--- src/rtl/div_arb_pkg.sv ---
// Shared types and constants for the divider-sharing arbiter.
package div_arb_pkg;
  localparam int DIV_W = 8;
  localparam int RES_W = 16;
  localparam logic [RES_W-1:0] TMO_RESULT = 16'hFFFF;

  typedef enum logic [1:0] {IDLE, ISSUE, WAIT, RESP} state_t;
endpackage

--- src/rtl/rr_arbiter.sv ---
// Combinational round-robin picker: first asserted request at or above i_ptr,
// wrapping from N-1 back to 0. Returns the one-hot grant and its binary index.
module rr_arbiter #(
  parameter int N = 4
) (
  input  logic [N-1:0]         i_req,
  input  logic [$clog2(N)-1:0] i_ptr,
  output logic [N-1:0]         o_gnt,
  output logic [$clog2(N)-1:0] o_idx
);
  localparam int PW = $clog2(N);

  logic [PW-1:0] w_pos;

  // Walk offsets from farthest to nearest so the nearest hit overwrites the rest.
  always_comb begin
    o_gnt = '0;
    o_idx = '0;
    w_pos = '0;
    for (int k = N-1; k >= 0; k--) begin
      w_pos = PW'((int'(i_ptr) + k) % N);
      if (i_req[w_pos]) begin
        o_gnt        = '0;
        o_gnt[w_pos] = 1'b1;
        o_idx        = w_pos;
      end
    end
  end
endmodule

--- src/rtl/div_share_arb.sv ---
// Shares one 8-bit divider among N requesters: round-robin grant, single-cycle
// start, watchdog-guarded wait, held response. Optional DIV_ARB_DIVZERO_EN
// answers zero-divisor requests directly without starting the divider.
module div_share_arb
  import div_arb_pkg::*;
#(
  parameter int N       = 4,
  parameter int TIMEOUT = 64
) (
  input  logic                 clk,
  input  logic                 rst,
  input  logic [N-1:0]         req_valid,
  output logic [N-1:0]         req_ready,
  input  logic [N-1:0]         req_sign,
  input  logic [DIV_W*N-1:0]   req_dividend,
  input  logic [DIV_W*N-1:0]   req_divisor,
  output logic [N-1:0]         resp_valid,
  input  logic [N-1:0]         resp_ready,
  output logic [RES_W-1:0]     resp_result,
  output logic                 resp_err,
  output logic                 div_opn_valid,
  output logic                 div_sign,
  output logic [DIV_W-1:0]     div_dividend,
  output logic [DIV_W-1:0]     div_divisor,
  input  logic                 div_res_valid,
  input  logic [RES_W-1:0]     div_result,
  output logic                 busy
);
  localparam int PW = $clog2(N);
  localparam int CW = $clog2(TIMEOUT + 1);

  state_t           r_state, w_next;
  logic [PW-1:0]    r_ptr, r_owner;
  logic             r_sign, r_err;
  logic [DIV_W-1:0] r_dvd, r_dvs;
  logic [RES_W-1:0] r_result;
  logic [CW-1:0]    r_wdog;

  logic [N-1:0]     w_gnt;
  logic [PW-1:0]    w_idx;
  logic             w_sel_sign, w_zero;
  logic [DIV_W-1:0] w_sel_dvd, w_sel_dvs;
  logic             w_accept, w_done, w_tmo, w_release;

  rr_arbiter #(.N(N)) u_rr (
    .i_req (req_valid),
    .i_ptr (r_ptr),
    .o_gnt (w_gnt),
    .o_idx (w_idx)
  );

  always_comb begin
    w_sel_sign = 1'b0;
    w_sel_dvd  = '0;
    w_sel_dvs  = '0;
    for (int i = 0; i < N; i++) begin
      if (w_idx == PW'(i)) begin
        w_sel_sign = req_sign[i];
        w_sel_dvd  = req_dividend[i*DIV_W +: DIV_W];
        w_sel_dvs  = req_divisor[i*DIV_W +: DIV_W];
      end
    end
  end

`ifdef DIV_ARB_DIVZERO_EN
  assign w_zero = (w_sel_dvs == '0);
`else
  assign w_zero = 1'b0;
`endif

  always_comb begin
    w_next    = r_state;
    w_accept  = 1'b0;
    w_done    = 1'b0;
    w_tmo     = 1'b0;
    w_release = 1'b0;
    case (r_state)
      IDLE: if (|req_valid) begin
        w_accept = 1'b1;
        w_next   = w_zero ? RESP : ISSUE;
      end
      ISSUE: w_next = WAIT;
      // A result arriving on the last watchdog cycle still wins.
      WAIT: if (div_res_valid) begin
        w_done = 1'b1;
        w_next = RESP;
      end else if (r_wdog == CW'(TIMEOUT - 1)) begin
        w_tmo  = 1'b1;
        w_next = RESP;
      end
      RESP: if (resp_ready[r_owner]) begin
        w_release = 1'b1;
        w_next    = IDLE;
      end
      default: w_next = IDLE;
    endcase
  end

  always_ff @(posedge clk or posedge rst) begin
    if (rst) r_state <= IDLE;
    else     r_state <= w_next;
  end

  always_ff @(posedge clk or posedge rst) begin
    if (rst) begin
      r_ptr    <= '0;
      r_owner  <= '0;
      r_sign   <= 1'b0;
      r_dvd    <= '0;
      r_dvs    <= '0;
      r_result <= '0;
      r_err    <= 1'b0;
      r_wdog   <= '0;
    end else begin
      r_wdog <= (r_state == WAIT) ? r_wdog + CW'(1) : '0;
      if (w_accept) begin
        r_owner <= w_idx;
        r_sign  <= w_sel_sign;
        r_dvd   <= w_sel_dvd;
        r_dvs   <= w_sel_dvs;
        if (w_zero) begin
          r_result <= {w_sel_dvd, {DIV_W{1'b1}}};
          r_err    <= 1'b1;
        end
      end
      if (w_done) begin
        r_result <= div_result;
        r_err    <= 1'b0;
      end
      if (w_tmo) begin
        r_result <= TMO_RESULT;
        r_err    <= 1'b1;
      end
      if (w_release)
        r_ptr <= (r_owner == PW'(N - 1)) ? '0 : r_owner + PW'(1);
    end
  end

  // Grant is combinational; keep it quiet while reset is held.
  assign req_ready = (r_state == IDLE && !rst) ? w_gnt : '0;

  always_comb begin
    resp_valid = '0;
    if (r_state == RESP) resp_valid[r_owner] = 1'b1;
  end

  assign resp_result   = r_result;
  assign resp_err      = r_err;
  assign div_opn_valid = (r_state == ISSUE);
  assign div_sign      = r_sign;
  assign div_dividend  = r_dvd;
  assign div_divisor   = r_dvs;
  assign busy          = (r_state != IDLE);
endmodule
--- config.mk ---
export PLATFORM = sky130hd
export DESIGN_NAME = div_share_arb
export DESIGN_NICKNAME = d
export VERILOG_FILES = /design/src/rtl/div_arb_pkg.sv /design/src/rtl/rr_arbiter.sv /design/src/rtl/div_share_arb.sv
export SDC_FILE = /design/constraint.sdc
export NUM_CORES = 1
export LEC_CHECK = 0
export BUFFER_PORTS_ARGS = -buffer_cell sky130_fd_sc_hd__buf_2
export CAP_MARGIN = 15
export CORE_ASPECT_RATIO = 1.4
export CORE_UTILIZATION = 30
export CTS_BUF_LIST = sky130_fd_sc_hd__clkbuf_8
export DETAILED_ROUTE_END_ITERATION = 6
export PLACE_DENSITY = 0.61
export SETUP_SLACK_MARGIN = 0.1
export SLEW_MARGIN = 20
export SYNTH_ARGS = -nofsm -noshare
export SYNTH_HDL_FRONTEND = slang
export SYNTH_HIERARCHICAL = 1
export SYNTH_SLANG_ARGS = --single-unit
export TNS_END_PERCENT = 50
--- constraint.sdc ---
create_clock -name clk -period 7.69 [get_ports clk]
set_input_delay 0.769 -clock clk [delete_from_list [all_inputs] [get_ports clk]]
set_output_delay 0.769 -clock clk [all_outputs]
set_load 0.01 [all_outputs]
Word level (Yosys, flattened, before mapping)
Cells that the tools add are included.
W data, S select, Z words.
{ "word_totals": {"regBits": 47, "in_bits": 95, "output_inout_bits": 44, "elab_cells": 110} }
{ "op_classes": {"n_addsub": 5, "n_lt_le_gt_ge": 10, "eq_ne": 11, "n_mux": 62, "reduce_logical": 13} }
{ "op_table": {"columns": ["cell", "n"], "rows": [
  ["$mux W8", 8],
  ["$mux W16", 2],
  ["$mux W1", 25],
  ["$mux W4", 6],
  ["$mux W2", 9],
  ["$lt A2 B3 Y1 const B", 5],
  ["$bmux W1 S2", 5],
  ["$demux W1 S2", 5],
  ["$eq A2 B2 Y1 const B", 5],
  ["$ge A2 B1 Y1 const B", 5],
  ["$pmux W2 S4", 1],
  ["$add A7 B1 Y7 const B", 1],
  ["$eq A7 B6 Y1 const B", 1],
  ["$mux W7", 1],
  ["$logic_and A1 B1 Y1", 6],
  ["$add A2 B1 Y2 const B", 2],
  ["$add A2 B2 Y2 const B", 2],
  ["$eq A2 B1 Y1 const B", 2],
  ["$logic_not A2 Y1", 2],
  ["$ne A2 B2 Y1 const B", 2],
  ["$reduce_bool A2 Y1", 2],
  ["$reduce_or A4 Y1", 1],
  ["$ne A3 B3 Y1 const B", 1],
  ["$reduce_and A3 Y1", 1],
  ["$logic_not A1 Y1", 1]
]} }

Longest topological paths before layout
{ "logic_depth": {"depth_word": 12, "mapped_depth": 12, "mapped_depth_nobuf": 8} }

By module
Netlist, hierarchy kept.
{ "modules_own_cells": {"columns": ["mod", "n_inst", "cells_each", "area_each_um2", "seq_area_each_um2"], "rows": [
  ["div_share_arb", 1, 167, 2456.1, 1176.1],
  ["rr_arbiter", 1, 60, 490.5, 0.0]
]} }

Least setup slack after synthesis
OpenSTA, ideal clock, no wires.
{ "synth_path": {"kind": "register to output", "startpoint": "register r_ptr[1]", "endpoint": "output port req_ready[2]", "arrival_ns": 2.413, "t_required_ns": 6.921, "setup_slack_ns": 4.508, "path_stages_with_launch": 9, "n_path_buf": 1, "cell_sequence": "dfrtp_1 inv_1 ha_1 clkbuf_2 mux4_2 or4_1 a21o_1 o211ai_1 and3_1"} }
{ "synth_between": {"elab_chain_cells": 10, "word_cells_on_any_way": 36, "cone_classes": "add/sub: 3; order compare: 8; mux: 21; reduce/logical: 4"} }
{ "synth_lines": {"columns": ["item", "line_no", "text"], "rows": [
  ["start: declaration", "div_share_arb.sv:33", "logic [PW-1:0] r_ptr, r_owner;"],
  ["start signal: assignment", "div_share_arb.sv:135", "r_ptr <= (r_owner == PW'(N - 1)) ? '0 : r_owner + PW'(1);"],
  ["$add A2 B2 Y2", "rr_arbiter.sv:21", "w_pos = PW'((int'(i_ptr) + k) % N);"],
  ["$lt A2 B3 Y1 (not written as such) or $ge A2 B1 Y1 (tied branches)", "rr_arbiter.sv:24", "o_gnt[w_pos] = 1'b1;"],
  ["$logic_and A1 B1 Y1 (not written as such)", "rr_arbiter.sv:24", null],
  ["$mux W1 (not written as such)", "rr_arbiter.sv:24", null],
  ["$demux W1 S2", null, null],
  ["$mux W4 (3 in series)", "rr_arbiter.sv:22", "if (i_req[w_pos]) begin"],
  ["$mux W4 (*)", "rr_arbiter.sv:22", null],
  ["named net w_gnt[2]", "div_share_arb.sv:39", "logic [N-1:0] w_gnt;"],
  ["$mux W4 (*)", "div_share_arb.sv:140", "assign req_ready = (r_state == IDLE && !rst) ? w_gnt : '0;"],
  ["end: declaration", "div_share_arb.sv:13", "output logic [N-1:0] req_ready,"]
]} }
The timed path passes the listed nets; every way through them passes the cells marked *. The select of a mux whose other input is x is not followed.

Worst setup path after layout
{ "layout_path": {"startpoint": "register r_ptr[0]", "endpoint": "output port req_ready[2]"} }
The elaborated chain is that of the path after synthesis.

==> qor.yml <==
timing:
  min_period_over_period: 0.509
  relSlewSlack: 0.311
  rsz0062_at_grt: "false"
  timing.fmax_mhz: 255
  final.min_clock_period_ns: 3.92
  setup_tns_ns: 0
  slew_viol_final: 0
  worst_slew_pin_slew_ns: 1.03
  holdWs_ns: 0.444
  hold_violations: 0
  finalSetupViolCount: 0
  fin_skew_ns: 0.0106
logic_synthesis:
  yosys_register_bits: 47
  synth_nets: 340
  yosys_warnings: 6
  syn-cell-area_sq_um: 2950
  synth_edf_count: 0
  yosysSeqAreaShare: 0.399
  synth_top_flop_cell: "dfrtp_1"
  async_flop_share: 1.00
  synthCells: 227
  netlist-cell-type-count: 49
  avgSynthCellArea_sq_um: 13.0
detailed_routing:
  met2WireLength_um: 3700
  drt-initial-drc-count: 36
  wl_per_cell_um: 14.3
  postRouteWirelength_um: 7100
  final_antenna_net_count: 0
  top_layer_used: "met4"
  via_per_inst: 4.85
  drt-met1-wl_um: 2830
  vias: 2408
  drcViolationCount: 0
  wl_met3_um: 444
  dr.pass1.iters: 4
run:
  maxCapViolCount: 0
critical_path:
  worst_setup_path_start_kind: "flop"
  worstSetupEndpointType: "primary output"
  rr_startpoint: "r_ptr[0]"
  cp_num_buf_inv: 2
  cp_top_family: "simple AND/OR/NAND/NOR gates"
  cp_data_required_time_ns: 6.92
  path_max_fanout: 14
  cp_data_arrival_time_ns: 3.15
  cpMaxStageDelayCell: "dfrtp_1"
  critPathLaunch: "r_ptr[0]"
  crit_type: "reg2out"
  path_cells: "inv_1 > ha_1 > mux4_2 > or4_1 > a21o_1 > o211ai_1 > and3_1 > buf_2"
  critical-path-max-stage-delay_ns: 0.68
clock_network:
  cts_made_buffers: 5
  cts_resized: 0
  h-tree-depth: 2
  cts-hold-fix-buffers: 0
  cts_tree: "done"
  clock-sinks: 47
  clockRootBuffer: "clkbuf_8"
  clkTransAtPathRegs_ns: 0.10
  cts_max_path_buffers: 2
  clkLatencyLatePin_ns: 0.31
  postCtsSetupBuffers: 0
floorplan:
  coreArea_sq_um: 9510
  die_h_um: 119
  start_util: 0.310
  die_w_um: 85.8
  num_rows: 42
  die-area_sq_um: 10200
  num_io_pins: 139
min_path:
  min-delay-start: "r_wdog[0]"
  hold_path_class: "reg2reg"
pwr:
  power.total_uw: 1510
  p_per_area_nw_per_um2: 392
  ir_drop_uv: 151
  leakage_uw: 0.00182
cells_and_area:
  nets: 476
  drive_gt1_frac: 0.558
  postLayoutCellArea_sq_um: 3860
  fin_util: 0.406
  diodes: 0
  area_delta_synth_final_pct: 30.9
placed_design:
  dpl_cell_area_sq_um: 3740
  numPortBuffers: 138
  dp_hpwl_um: 5410
  gp_congestion: 0.829
global_routing:
  overflow: 0
  grt_max_degree: 52
  grt_usage: 0.149
  grt_pass1_wl_um: 11900
  grt_pass1_vias: 2499
  antenna_found_initial: 0
outcome:
  status: "complete, no violations"
-- registers in the layout (all words and copies together), names as in the netlist --
register	cells
r_wdog	7
r_owner	2
resp_result	16
div_dividend	8
r_ptr	2
div_sign	1
r_state	2
div_divisor	8
resp_err	1
-- power breakdown --
| part | internal, uW | switching (uW) |
|---|---|---|
| Sequential | 358 | 82.2 |
| Combinational | 462 | 421 |
| Clock | 98.6 | 91.4 |
| Total | 919 | 595 |
-- synth_stat cells (2+ instances only) --
library cell,count,share of area
dfrtp_1,47,0.40
xnor2_1,2,0.0059
a22oi_1,3,0.0076
nand2b_1,2,0.0042
nand4_1,5,0.011
a31oi_1,3,0.0064
a21o_1,2,0.0051
and3_1,5,0.011
o21ai_0,2,0.0034
nor2_1,10,0.013
and2_1,5,0.011
mux2i_1,3,0.010
mux2_2,23,0.088
ha_1,18,0.076
o21a_1,3,0.0076
nand3_1,3,0.0051
nand2_1,6,0.0076
mux4_2,19,0.15
a21oi_1,5,0.0085
clkbuf_2,3,0.0051
buf_6,5,0.019
xor2_1,2,0.0059
inv_1,10,0.013
o22a_1,16,0.048
-- final cells by class --
| class | count | area (sq um) |
|---|---|---|
| Sequential cell | 47 | 1180 |
| Clock buffer | 5 | 68.8 |
| Inverter | 10 | 37.5 |
| Timing Repair Buffer | 140 | 706 |
| Multi-Input combinational cell | 159 | 1660 |
| Fill cell | 942 | 5650 |
| Tap cell | 132 | 165 |
| Clock inverter | 3 | 47.5 |
-- metrics by stage --
stage	setup slack, ns	std cells
2_1_floorplan	4.51	227
3_3_place_gp	4.23	488
3_5_place_dp	4.12	488
4_1_cts	3.75	496
5_1_grt	3.56	496
6_report	3.77	496
-- placed cells by master, fill, tap and decap left out, types with 5 or more instances in the layout --
master,netlist,final
and3_1,5,5
dfrtp_1,47,47
mux4_2,19,19
nand2_1,6,6
o22a_1,16,16
and2_1,5,5
nor2_1,10,10
mux2_2,23,23
nand4_1,5,5
a21oi_1,5,5
ha_1,18,18
buf_2,0,138
clkbuf_8,0,5
inv_1,10,9
-- logic make-up (layout without fill, tap and decap cells) --
logic type | after synthesis | in the layout | share of synthesized area
compound gates | 43 | 43 | 0.120
xor+xnor | 4 | 4 | 0.0119
fa+ha+maj | 18 | 18 | 0.0764
buf+inv | 21 | 158 | 0.0420
flops | 47 | 47 | 0.399
mux | 47 | 47 | 0.257
simple gates | 47 | 47 | 0.0934
-- per-layer routing --
metal | up-vias | track usage
li1 | 1138 | -
met1 | 1169 | 0.166
met2 | 92 | 0.264
met3 | 9 | 0.0409
met4 | 0 | 0.0604
met5 | - | 0
-- final timing paths --
path                            depth (start not counted)         endpoint  slack [ns]
worst min register to register                          1        r_wdog[0]        0.44
worst max-delay path                                    8     req_ready[2]        3.77
max in group asynchronous                               3  div_dividend[3]        6.64
worst max register to register                          8  div_dividend[3]        4.33
worst min-delay path                                    1        r_wdog[0]        0.44
min in group asynchronous                               3  div_dividend[7]        0.60
Power figures use the tool's default switching activity.
